==> config.mk <==
export PLATFORM = sky130hd
export DESIGN_NAME = demux_deser_2ch_flat
export DESIGN_NICKNAME = d
export VERILOG_FILES = /design/src/rtl/demux_deser_2ch_pkg.sv /design/src/rtl/demux_deser_2ch_if.sv /design/src/rtl/demux_deser_2ch_lane.sv /design/src/rtl/demux_deser_2ch.sv /design/src/flat_wrapper.sv
export SDC_FILE = /design/constraint.sdc
export NUM_CORES = 1
export LEC_CHECK = 0
export CAP_MARGIN = 15
export CORE_ASPECT_RATIO = 1.25
export CORE_MARGIN = 3
export CORE_UTILIZATION = 45
export DETAILED_ROUTE_END_ITERATION = 7
export GPL_TIMING_DRIVEN = 0
export PLACE_DENSITY_LB_ADDON = 0.25
export SETUP_SLACK_MARGIN = 0.1
export SYNTH_ARGS = -nofsm -noshare
export SYNTH_HDL_FRONTEND = slang
export SYNTH_SLANG_ARGS = --single-unit
==> constraint.sdc <==
create_clock -name clk -period 1.6 [get_ports clk]
set_input_delay 0.32 -clock clk [delete_from_list [all_inputs] [get_ports clk]]
set_output_delay 0.32 -clock clk [all_outputs]
set_load 0.1 [all_outputs]
==> src/rtl/demux_deser_2ch_pkg.sv <==
// ---------------------------------------------------------------------------
// demux_deser_pkg
//   Shared constants for the two-lane demux deserialiser.
//   DEFAULT_WIDTH : default bits per assembled word
//   LANES         : number of deserialiser lanes (one per demux output)
//   CNT_W         : bit-counter width for the default word width
//   cnt_width()   : counter width for an arbitrary word width (>=2)
// ---------------------------------------------------------------------------
package demux_deser_pkg;

    localparam int DEFAULT_WIDTH = 8;
    localparam int LANES         = 2;
    localparam int CNT_W         = $clog2(DEFAULT_WIDTH);

    function automatic int cnt_width(input int w);
        return (w < 2) ? 1 : $clog2(w);
    endfunction

endpackage

==> src/rtl/demux_deser_2ch_if.sv <==
// ---------------------------------------------------------------------------
// demux_deser_2ch_if
//   Bundles the serial input side and both word/handshake outputs.
//   slave  : deserialiser side (takes bits and acks, drives words/flags)
//   master : producer/consumer side (drives bits and acks, observes words)
//   Signals: bit_valid, sel, y0, y1, frame_clr,
//            word0, word0_valid, word0_ack, overrun0,
//            word1, word1_valid, word1_ack, overrun1
// ---------------------------------------------------------------------------
interface demux_deser_2ch_if
    import demux_deser_pkg::*;
#(
    parameter int WIDTH = DEFAULT_WIDTH
);

    logic             bit_valid;
    logic             sel;
    logic             y0;
    logic             y1;
    logic             frame_clr;

    logic [WIDTH-1:0] word0;
    logic             word0_valid;
    logic             word0_ack;
    logic             overrun0;

    logic [WIDTH-1:0] word1;
    logic             word1_valid;
    logic             word1_ack;
    logic             overrun1;

    modport slave (
        input  bit_valid, sel, y0, y1, frame_clr, word0_ack, word1_ack,
        output word0, word0_valid, overrun0, word1, word1_valid, overrun1
    );

    modport master (
        output bit_valid, sel, y0, y1, frame_clr, word0_ack, word1_ack,
        input  word0, word0_valid, overrun0, word1, word1_valid, overrun1
    );

endinterface

==> src/rtl/demux_deser_2ch_lane.sv <==
// ---------------------------------------------------------------------------
// demux_deser_lane
//   One deserialiser lane: shifts accepted bits into a WIDTH-bit word, holds
//   the completed word behind a valid/ack handshake and flags dropped words.
//   clk         : clock
//   rst         : asynchronous active-high reset
//   en_i        : a bit for this lane is present this cycle
//   bit_i       : serial bit
//   frame_clr_i : flush partial word and overrun flag (word/valid kept)
//   ack_i       : consumer takes the held word
//   word_o      : held word
//   valid_o     : held word not yet consumed
//   overrun_o   : sticky, a completed word was dropped
// ---------------------------------------------------------------------------
module demux_deser_lane
    import demux_deser_pkg::*;
#(
    parameter int WIDTH     = DEFAULT_WIDTH,
    parameter bit MSB_FIRST = 1'b1
) (
    input  logic             clk,
    input  logic             rst,
    input  logic             en_i,
    input  logic             bit_i,
    input  logic             frame_clr_i,
    input  logic             ack_i,
    output logic [WIDTH-1:0] word_o,
    output logic             valid_o,
    output logic             overrun_o
);

    localparam int LCNT_W = cnt_width(WIDTH);

    logic [WIDTH-1:0]  sh_q, sh_d;
    logic [LCNT_W-1:0] cnt_q, cnt_d;
    logic [WIDTH-1:0]  word_q, word_d;
    logic              valid_q, valid_d;
    logic              overrun_q, overrun_d;

    logic [WIDTH-1:0]  assembled;
    logic              accept;
    logic              last_bit;
    logic              complete;

    // Value of the shift register once the current bit is included; this is
    // also what gets loaded into the word on the completing bit.
    generate
        if (MSB_FIRST) begin : g_msb
            assign assembled = {sh_q[WIDTH-2:0], bit_i};
        end else begin : g_lsb
            assign assembled = {bit_i, sh_q[WIDTH-1:1]};
        end
    endgenerate

    // frame_clr wins over a coincident bit, which is thrown away.
    assign accept   = en_i & ~frame_clr_i;
    assign last_bit = (cnt_q == LCNT_W'(WIDTH - 1));
    assign complete = accept & last_bit;

    always_comb begin
        sh_d      = sh_q;
        cnt_d     = cnt_q;
        word_d    = word_q;
        valid_d   = valid_q;
        overrun_d = overrun_q;

        if (frame_clr_i) begin
            sh_d      = '0;
            cnt_d     = '0;
            overrun_d = 1'b0;
        end else if (accept) begin
            sh_d  = assembled;
            cnt_d = last_bit ? '0 : cnt_q + LCNT_W'(1);
        end

        if (complete) begin
            if (valid_q && !ack_i) begin
                // Previous word still unconsumed: drop the new one.
                overrun_d = 1'b1;
            end else begin
                // Either empty, or the consumer takes the old word this edge.
                word_d  = assembled;
                valid_d = 1'b1;
            end
        end else if (valid_q && ack_i) begin
            valid_d = 1'b0;
        end
    end

    always_ff @(posedge clk or posedge rst) begin
        if (rst) begin
            sh_q      <= '0;
            cnt_q     <= '0;
            word_q    <= '0;
            valid_q   <= 1'b0;
            overrun_q <= 1'b0;
        end else begin
            sh_q      <= sh_d;
            cnt_q     <= cnt_d;
            word_q    <= word_d;
            valid_q   <= valid_d;
            overrun_q <= overrun_d;
        end
    end

    assign word_o    = word_q;
    assign valid_o   = valid_q;
    assign overrun_o = overrun_q;

endmodule

==> src/rtl/demux_deser_2ch.sv <==
// ---------------------------------------------------------------------------
// demux_deser_2ch
//   Two-lane deserialiser behind a 1:2 bit demux. Each accepted bit goes to
//   the lane named by sel; each lane assembles its own WIDTH-bit words.
//   clk : clock
//   rst : asynchronous active-high reset
//   bus : demux_deser_2ch_if.slave (serial inputs, word outputs, handshakes)
// ---------------------------------------------------------------------------
module demux_deser_2ch
    import demux_deser_pkg::*;
#(
    parameter int WIDTH     = DEFAULT_WIDTH,
    parameter bit MSB_FIRST = 1'b1
) (
    input  logic              clk,
    input  logic              rst,
    demux_deser_2ch_if.slave  bus
);

    logic [LANES-1:0] lane_bit;
    logic [LANES-1:0] lane_en;
    logic [LANES-1:0] lane_ack;
    logic [LANES-1:0] lane_valid;
    logic [LANES-1:0] lane_ovr;
    logic [WIDTH-1:0] lane_word [LANES];

    assign lane_bit = {bus.y1, bus.y0};
    assign lane_ack = {bus.word1_ack, bus.word0_ack};

    genvar gi;
    generate
        for (gi = 0; gi < LANES; gi++) begin : g_lane
            assign lane_en[gi] = bus.bit_valid & (bus.sel == 1'(gi));

            demux_deser_lane #(
                .WIDTH     (WIDTH),
                .MSB_FIRST (MSB_FIRST)
            ) u_lane (
                .clk         (clk),
                .rst         (rst),
                .en_i        (lane_en[gi]),
                .bit_i       (lane_bit[gi]),
                .frame_clr_i (bus.frame_clr),
                .ack_i       (lane_ack[gi]),
                .word_o      (lane_word[gi]),
                .valid_o     (lane_valid[gi]),
                .overrun_o   (lane_ovr[gi])
            );
        end
    endgenerate

    assign bus.word0       = lane_word[0];
    assign bus.word0_valid = lane_valid[0];
    assign bus.overrun0    = lane_ovr[0];
    assign bus.word1       = lane_word[1];
    assign bus.word1_valid = lane_valid[1];
    assign bus.overrun1    = lane_ovr[1];

endmodule

==> src/flat_wrapper.sv <==
// flat-port wrapper written by rule: the top's interface ports become plain ports
module demux_deser_2ch_flat import demux_deser_pkg::*;
#(
    parameter int WIDTH     = DEFAULT_WIDTH,
    parameter bit MSB_FIRST = 1'b1
)
  (clk, rst, bus_bit_valid, bus_sel, bus_y0, bus_y1, bus_frame_clr, bus_word0_ack, bus_word1_ack, bus_word0, bus_word0_valid, bus_overrun0, bus_word1, bus_word1_valid, bus_overrun1);
  demux_deser_2ch_if #(.WIDTH(WIDTH)) bus_i ();
  input  logic clk;
  input  logic rst;
  input wire logic [$bits(bus_i.bit_valid)-1:0] bus_bit_valid;
  input wire logic [$bits(bus_i.sel)-1:0] bus_sel;
  input wire logic [$bits(bus_i.y0)-1:0] bus_y0;
  input wire logic [$bits(bus_i.y1)-1:0] bus_y1;
  input wire logic [$bits(bus_i.frame_clr)-1:0] bus_frame_clr;
  input wire logic [$bits(bus_i.word0_ack)-1:0] bus_word0_ack;
  input wire logic [$bits(bus_i.word1_ack)-1:0] bus_word1_ack;
  output wire logic [$bits(bus_i.word0)-1:0] bus_word0;
  output wire logic [$bits(bus_i.word0_valid)-1:0] bus_word0_valid;
  output wire logic [$bits(bus_i.overrun0)-1:0] bus_overrun0;
  output wire logic [$bits(bus_i.word1)-1:0] bus_word1;
  output wire logic [$bits(bus_i.word1_valid)-1:0] bus_word1_valid;
  output wire logic [$bits(bus_i.overrun1)-1:0] bus_overrun1;
  assign bus_i.bit_valid = bus_bit_valid;
  assign bus_i.sel = bus_sel;
  assign bus_i.y0 = bus_y0;
  assign bus_i.y1 = bus_y1;
  assign bus_i.frame_clr = bus_frame_clr;
  assign bus_i.word0_ack = bus_word0_ack;
  assign bus_i.word1_ack = bus_word1_ack;
  assign bus_word0 = bus_i.word0;
  assign bus_word0_valid = bus_i.word0_valid;
  assign bus_overrun0 = bus_i.overrun0;
  assign bus_word1 = bus_i.word1;
  assign bus_word1_valid = bus_i.word1_valid;
  assign bus_overrun1 = bus_i.overrun1;
  demux_deser_2ch #(.WIDTH(WIDTH), .MSB_FIRST(MSB_FIRST)) u_core (.clk(clk), .rst(rst), .bus(bus_i));
endmodule
==> results by group <==
Outcome
  – Outcome: complete, but fails checks
  – Violations in the final reports: negative setup slack

Setup path
  – Required time at the worst-slack endpoint: between 1500 and 2000 ps
  – Slowest CP cell: sky130_fd_sc_hd__dfrtp_1
  – Highest net fanout along the worst path: 8
  – Crit. End Element: flip-flop
  – Category of the critical setup timing path: reg -> reg
  – R2R Path Start: u_core.g_lane[0].u_lane.cnt_q[0]$_DFFE_PP0P_
  – Cell Chain, Critical Path: ha_2, ha_4, nand2b_4, or3b_1, buf_6, mux2_4
  – Cell family with the largest share of critical-path delay: simple AND/OR/NAND/NOR gates
  – Critical path origin: u_core.g_lane[0].u_lane.cnt_q[0]$_DFFE_PP0P_
  – Kind of launch point of the worst setup path: flip-flop
  – Number of buffer and inverter instances along the worst setup path: 1
  – Highest cell delay on the worst timing path: approximately 360 ps
  – Data arrival time of the worst path: between 1500 and 2000 ps

Clock network
  – Maximum clock insertion buffer count: 2
  – Clock tree from TritonCTS: built
  – Clock-pin slew reported for the worst setup and hold paths after clock tree synthesis: ~70 ps
  – CTS root buf: sky130_fd_sc_hd__clkbuf_8
  – H-tree Lvls: 2
  – Clock latency of the later-clocked register in the worst-skew pair: just under 300 ps
  – # clock sinks: 40
  – Number of clock buffers inserted by TritonCTS: 5

Drt
  – Number of DRC markers in iteration 0: 33
  – Ratio of routed vias to standard cells: about 5.3
  – Drt wl/cell: roughly 15 µm
  – Number of iterations in the first detailed-routing pass: 4
  – Post-detailed-routing wire length: 3340 µm
  – DRC viols: 0
  – DR vias: approximately 1200
  – Remaining antenna violation count: 0

Yosys
  – Synth warnings: 0
  – Commonest cells in the netlist: sky130_fd_sc_hd__dfrtp_1, sky130_fd_sc_hd__nand2_1, sky130_fd_sc_hd__a21oi_1
  – Post-synthesis cell count: around 150
  – Cell with the most instances after synthesis: sky130_fd_sc_hd__dfrtp_1
  – Top cell type by total area after synthesis: sky130_fd_sc_hd__dfrtp_1
  – Post-synthesis area per instance: ~12 µm²
  – Number of distinct library cell variants in the gate-level netlist after synthesis: 23
  – Synth top area cells: sky130_fd_sc_hd__dfrtp_1, sky130_fd_sc_hd__nand2_1, sky130_fd_sc_hd__mux2_4, sky130_fd_sc_hd__a21oi_1, sky130_fd_sc_hd__mux2_2
  – Proportion of synthesized chip area in sequential cells: 59.5%
  – Primary FF master, synth: sky130_fd_sc_hd__dfrtp_1
  – Proportion of netlist area held by the largest area contributor: approximately 60%
  – Synth async-reset ratio: 100%
  – Cell Area, Synth: 0.00168 mm²
  – Post-synth EDFFs: 0
  – Register bit total from synthesis: 40
  – Net count after synthesis: 158

STA
  – Worst-Margin Slew: between 800 and 900 ps
  – Sum Neg Setup Slack: -722 ps
  – Slew headroom: between 40% and 50%
  – Clock period minus final worst setup slack: about 1700 ps
  – Count of final hold-check violations: 0
  – Slew Viols, Final: 0
  – Post-route clock skew: approximately 6 ps
  – Highest clock frequency the design can meet: 589 MHz
  – Unrepaired setup endpoints after global routing: yes
  – Period utilisation layout: 106%
  – Final WS setup: -96.8 ps
  – Final setup vio count: 8

Layout
  – NumNets Final: 200
  – Flip-flop and latch area: around 0.001 mm²
  – Share of post-route cells with drive strength above 1: around 36%
  – Area added between synthesis and finish: 26.9%
  – Final-layout fill cell count: around 310
  – Antenna diode count: 0
  – Area of the multi-input gates: just under 700 µm²

Power and ir drop
  – Leakage power total: about 1.1 nW
  – Worst-case vdd ir drop: 557 µV
  – Power density over the cells: approximately 850 mW/mm²

Global route
  – Wire length of the first global-routing pass: 5610 µm
  – Met2 GRT Util: 31.4%
  – Vias in the first global route: approximately 1300
  – Met1 routing resource usage after global routing: around 18%
  – Global-route usage over all layers: roughly 17%
  – Antenna violations before repair: 0
  – Maximum number of pins on one net before global-route repair: 41
  – GR Overflow Total: 0
  – Met3 track demand over resource: 5.56%
  – Grt peak-use layer: met2

Die
  – Die width: 60.7 µm
  – Full die area: between 0.004 and 0.005 mm²
  – Placeable core region: 0.00354 mm²
  – Top Ports: 29
  – Starting density of the core: about 47%
  – Y dimension of the die: 74.3 µm
  – Floorplan row count: 24

Worst hold path
  – Hold_sp: bus_frame_clr
  – Worst hold-check path type: in -> reg

Job
  – Max Cap Viol: 0

Placed design
  – IO buf count: 27
  – Detailed placer's ending HPWL: roughly 2300 µm
  – Minimum setup slack after placement: -405 ps
  – GP Congestion: approximately 0.73
[report_power, final]
part / internal (W) / switching [W]
sequential: 0.00102 / 0.00000568
clock: 0.000351 / 0.000321
combinational: 0.0000431 / 0.0000685
[final timing paths]
check | slack, ps | cells after the start | end
hold reg to reg | 510 | 1 | u_core.g_lane[1].u_lane.word_o[6]$_DFFE_PP0P_
min in group asynchronous | 500 | 2 | u_core.g_lane[1].u_lane.word_o[1]$_DFFE_PP0P_
setup reg to reg | -100 | 6 | u_core.g_lane[0].u_lane.word_o[1]$_DFFE_PP0P_
max in group asynchronous | 490 | 2 | u_core.g_lane[1].u_lane.valid_o$_DFFE_PP0P_
hold / removal | 220 | 2 | u_core.g_lane[1].u_lane.sh_q[4]$_DFFE_PP0P_
setup / recovery | -100 | 6 | u_core.g_lane[0].u_lane.word_o[1]$_DFFE_PP0P_
[area by class of cell]
type	count	area share, %
Sequential cell	40	47.3
Tap cell	39	2.29
Buffer	7	2.05
Inverter	2	0.352
Timing Repair Buffer	35	11.3
Clock buffer	8	4.22
Multi-Input combinational cell	96	32.5
[cell families after synthesis]
| group | count (synthesis) | share of synthesized area (%) |
|---|---|---|
| buffers and inverters | 9 | 2.90 |
| flip-flops | 40 | 59.5 |
| adder cells (fa/ha/maj) | 4 | 2.98 |
| multiplexers | 17 | 13.1 |
| AO/OA/AOI/OAI | 23 | 7.29 |
| AND/OR/NAND/NOR | 52 | 14.2 |
[routing by layer]
metal	wire length [µm]	vias to the layer above	share of wire (%)
li1	-	567	-
met1	1310	601	39
met2	1820	27	55
met3	140	7	4.2
met4	64	0	1.9
met5	0	-	0
[metrics by stage]
step	area, µm²	total power (W)	hold WS (ps)	std cells	utilization, %
2_1_floorplan	1720	0.00110	451	145	-
3_3_place_gp	2040	0.00114	489	211	57.5
3_5_place_dp	2040	0.00114	497	211	57.5
4_1_cts	2110	0.00182	213	225	59.6
5_1_grt	2130	0.00189	210	227	60.2
6_report	2130	0.00181	223	227	60.2
[cells in the final DEF (no fill, tap or decap), types with 2 or more instances in the layout]
master and count:
sky130_fd_sc_hd__a21oi_1 18, sky130_fd_sc_hd__buf_2 20, sky130_fd_sc_hd__buf_4 7, sky130_fd_sc_hd__buf_6 2, sky130_fd_sc_hd__clkbuf_1 5, sky130_fd_sc_hd__clkbuf_2 2, sky130_fd_sc_hd__clkbuf_8 6, sky130_fd_sc_hd__clkdlybuf4s50_1 6
sky130_fd_sc_hd__dfrtp_1 38, sky130_fd_sc_hd__dfrtp_4 2, sky130_fd_sc_hd__ha_2 2, sky130_fd_sc_hd__ha_4 2, sky130_fd_sc_hd__mux2_2 6, sky130_fd_sc_hd__mux2_4 10, sky130_fd_sc_hd__nand2_1 38, sky130_fd_sc_hd__nand2b_4 2
sky130_fd_sc_hd__nor2_1 4
[state kept, by name, summed over array words and instances, names as in the netlist]
signal,flops
u_core.g_lane.u_lane.overrun_o,2
u_core.g_lane.u_lane.valid_o,2
u_core.g_lane.u_lane.word_o,16
u_core.g_lane.u_lane.cnt_q,6
u_core.g_lane.u_lane.sh_q,14
[timing repair]
item                       in CTS  in global routing
hold buffers                    0                  0
buffers inserted                6                  3
pin swaps                       2                  5
gates resized for setup       106                  5
setup endpoints to repair      36                 36
Power figures use the tool's default switching activity.
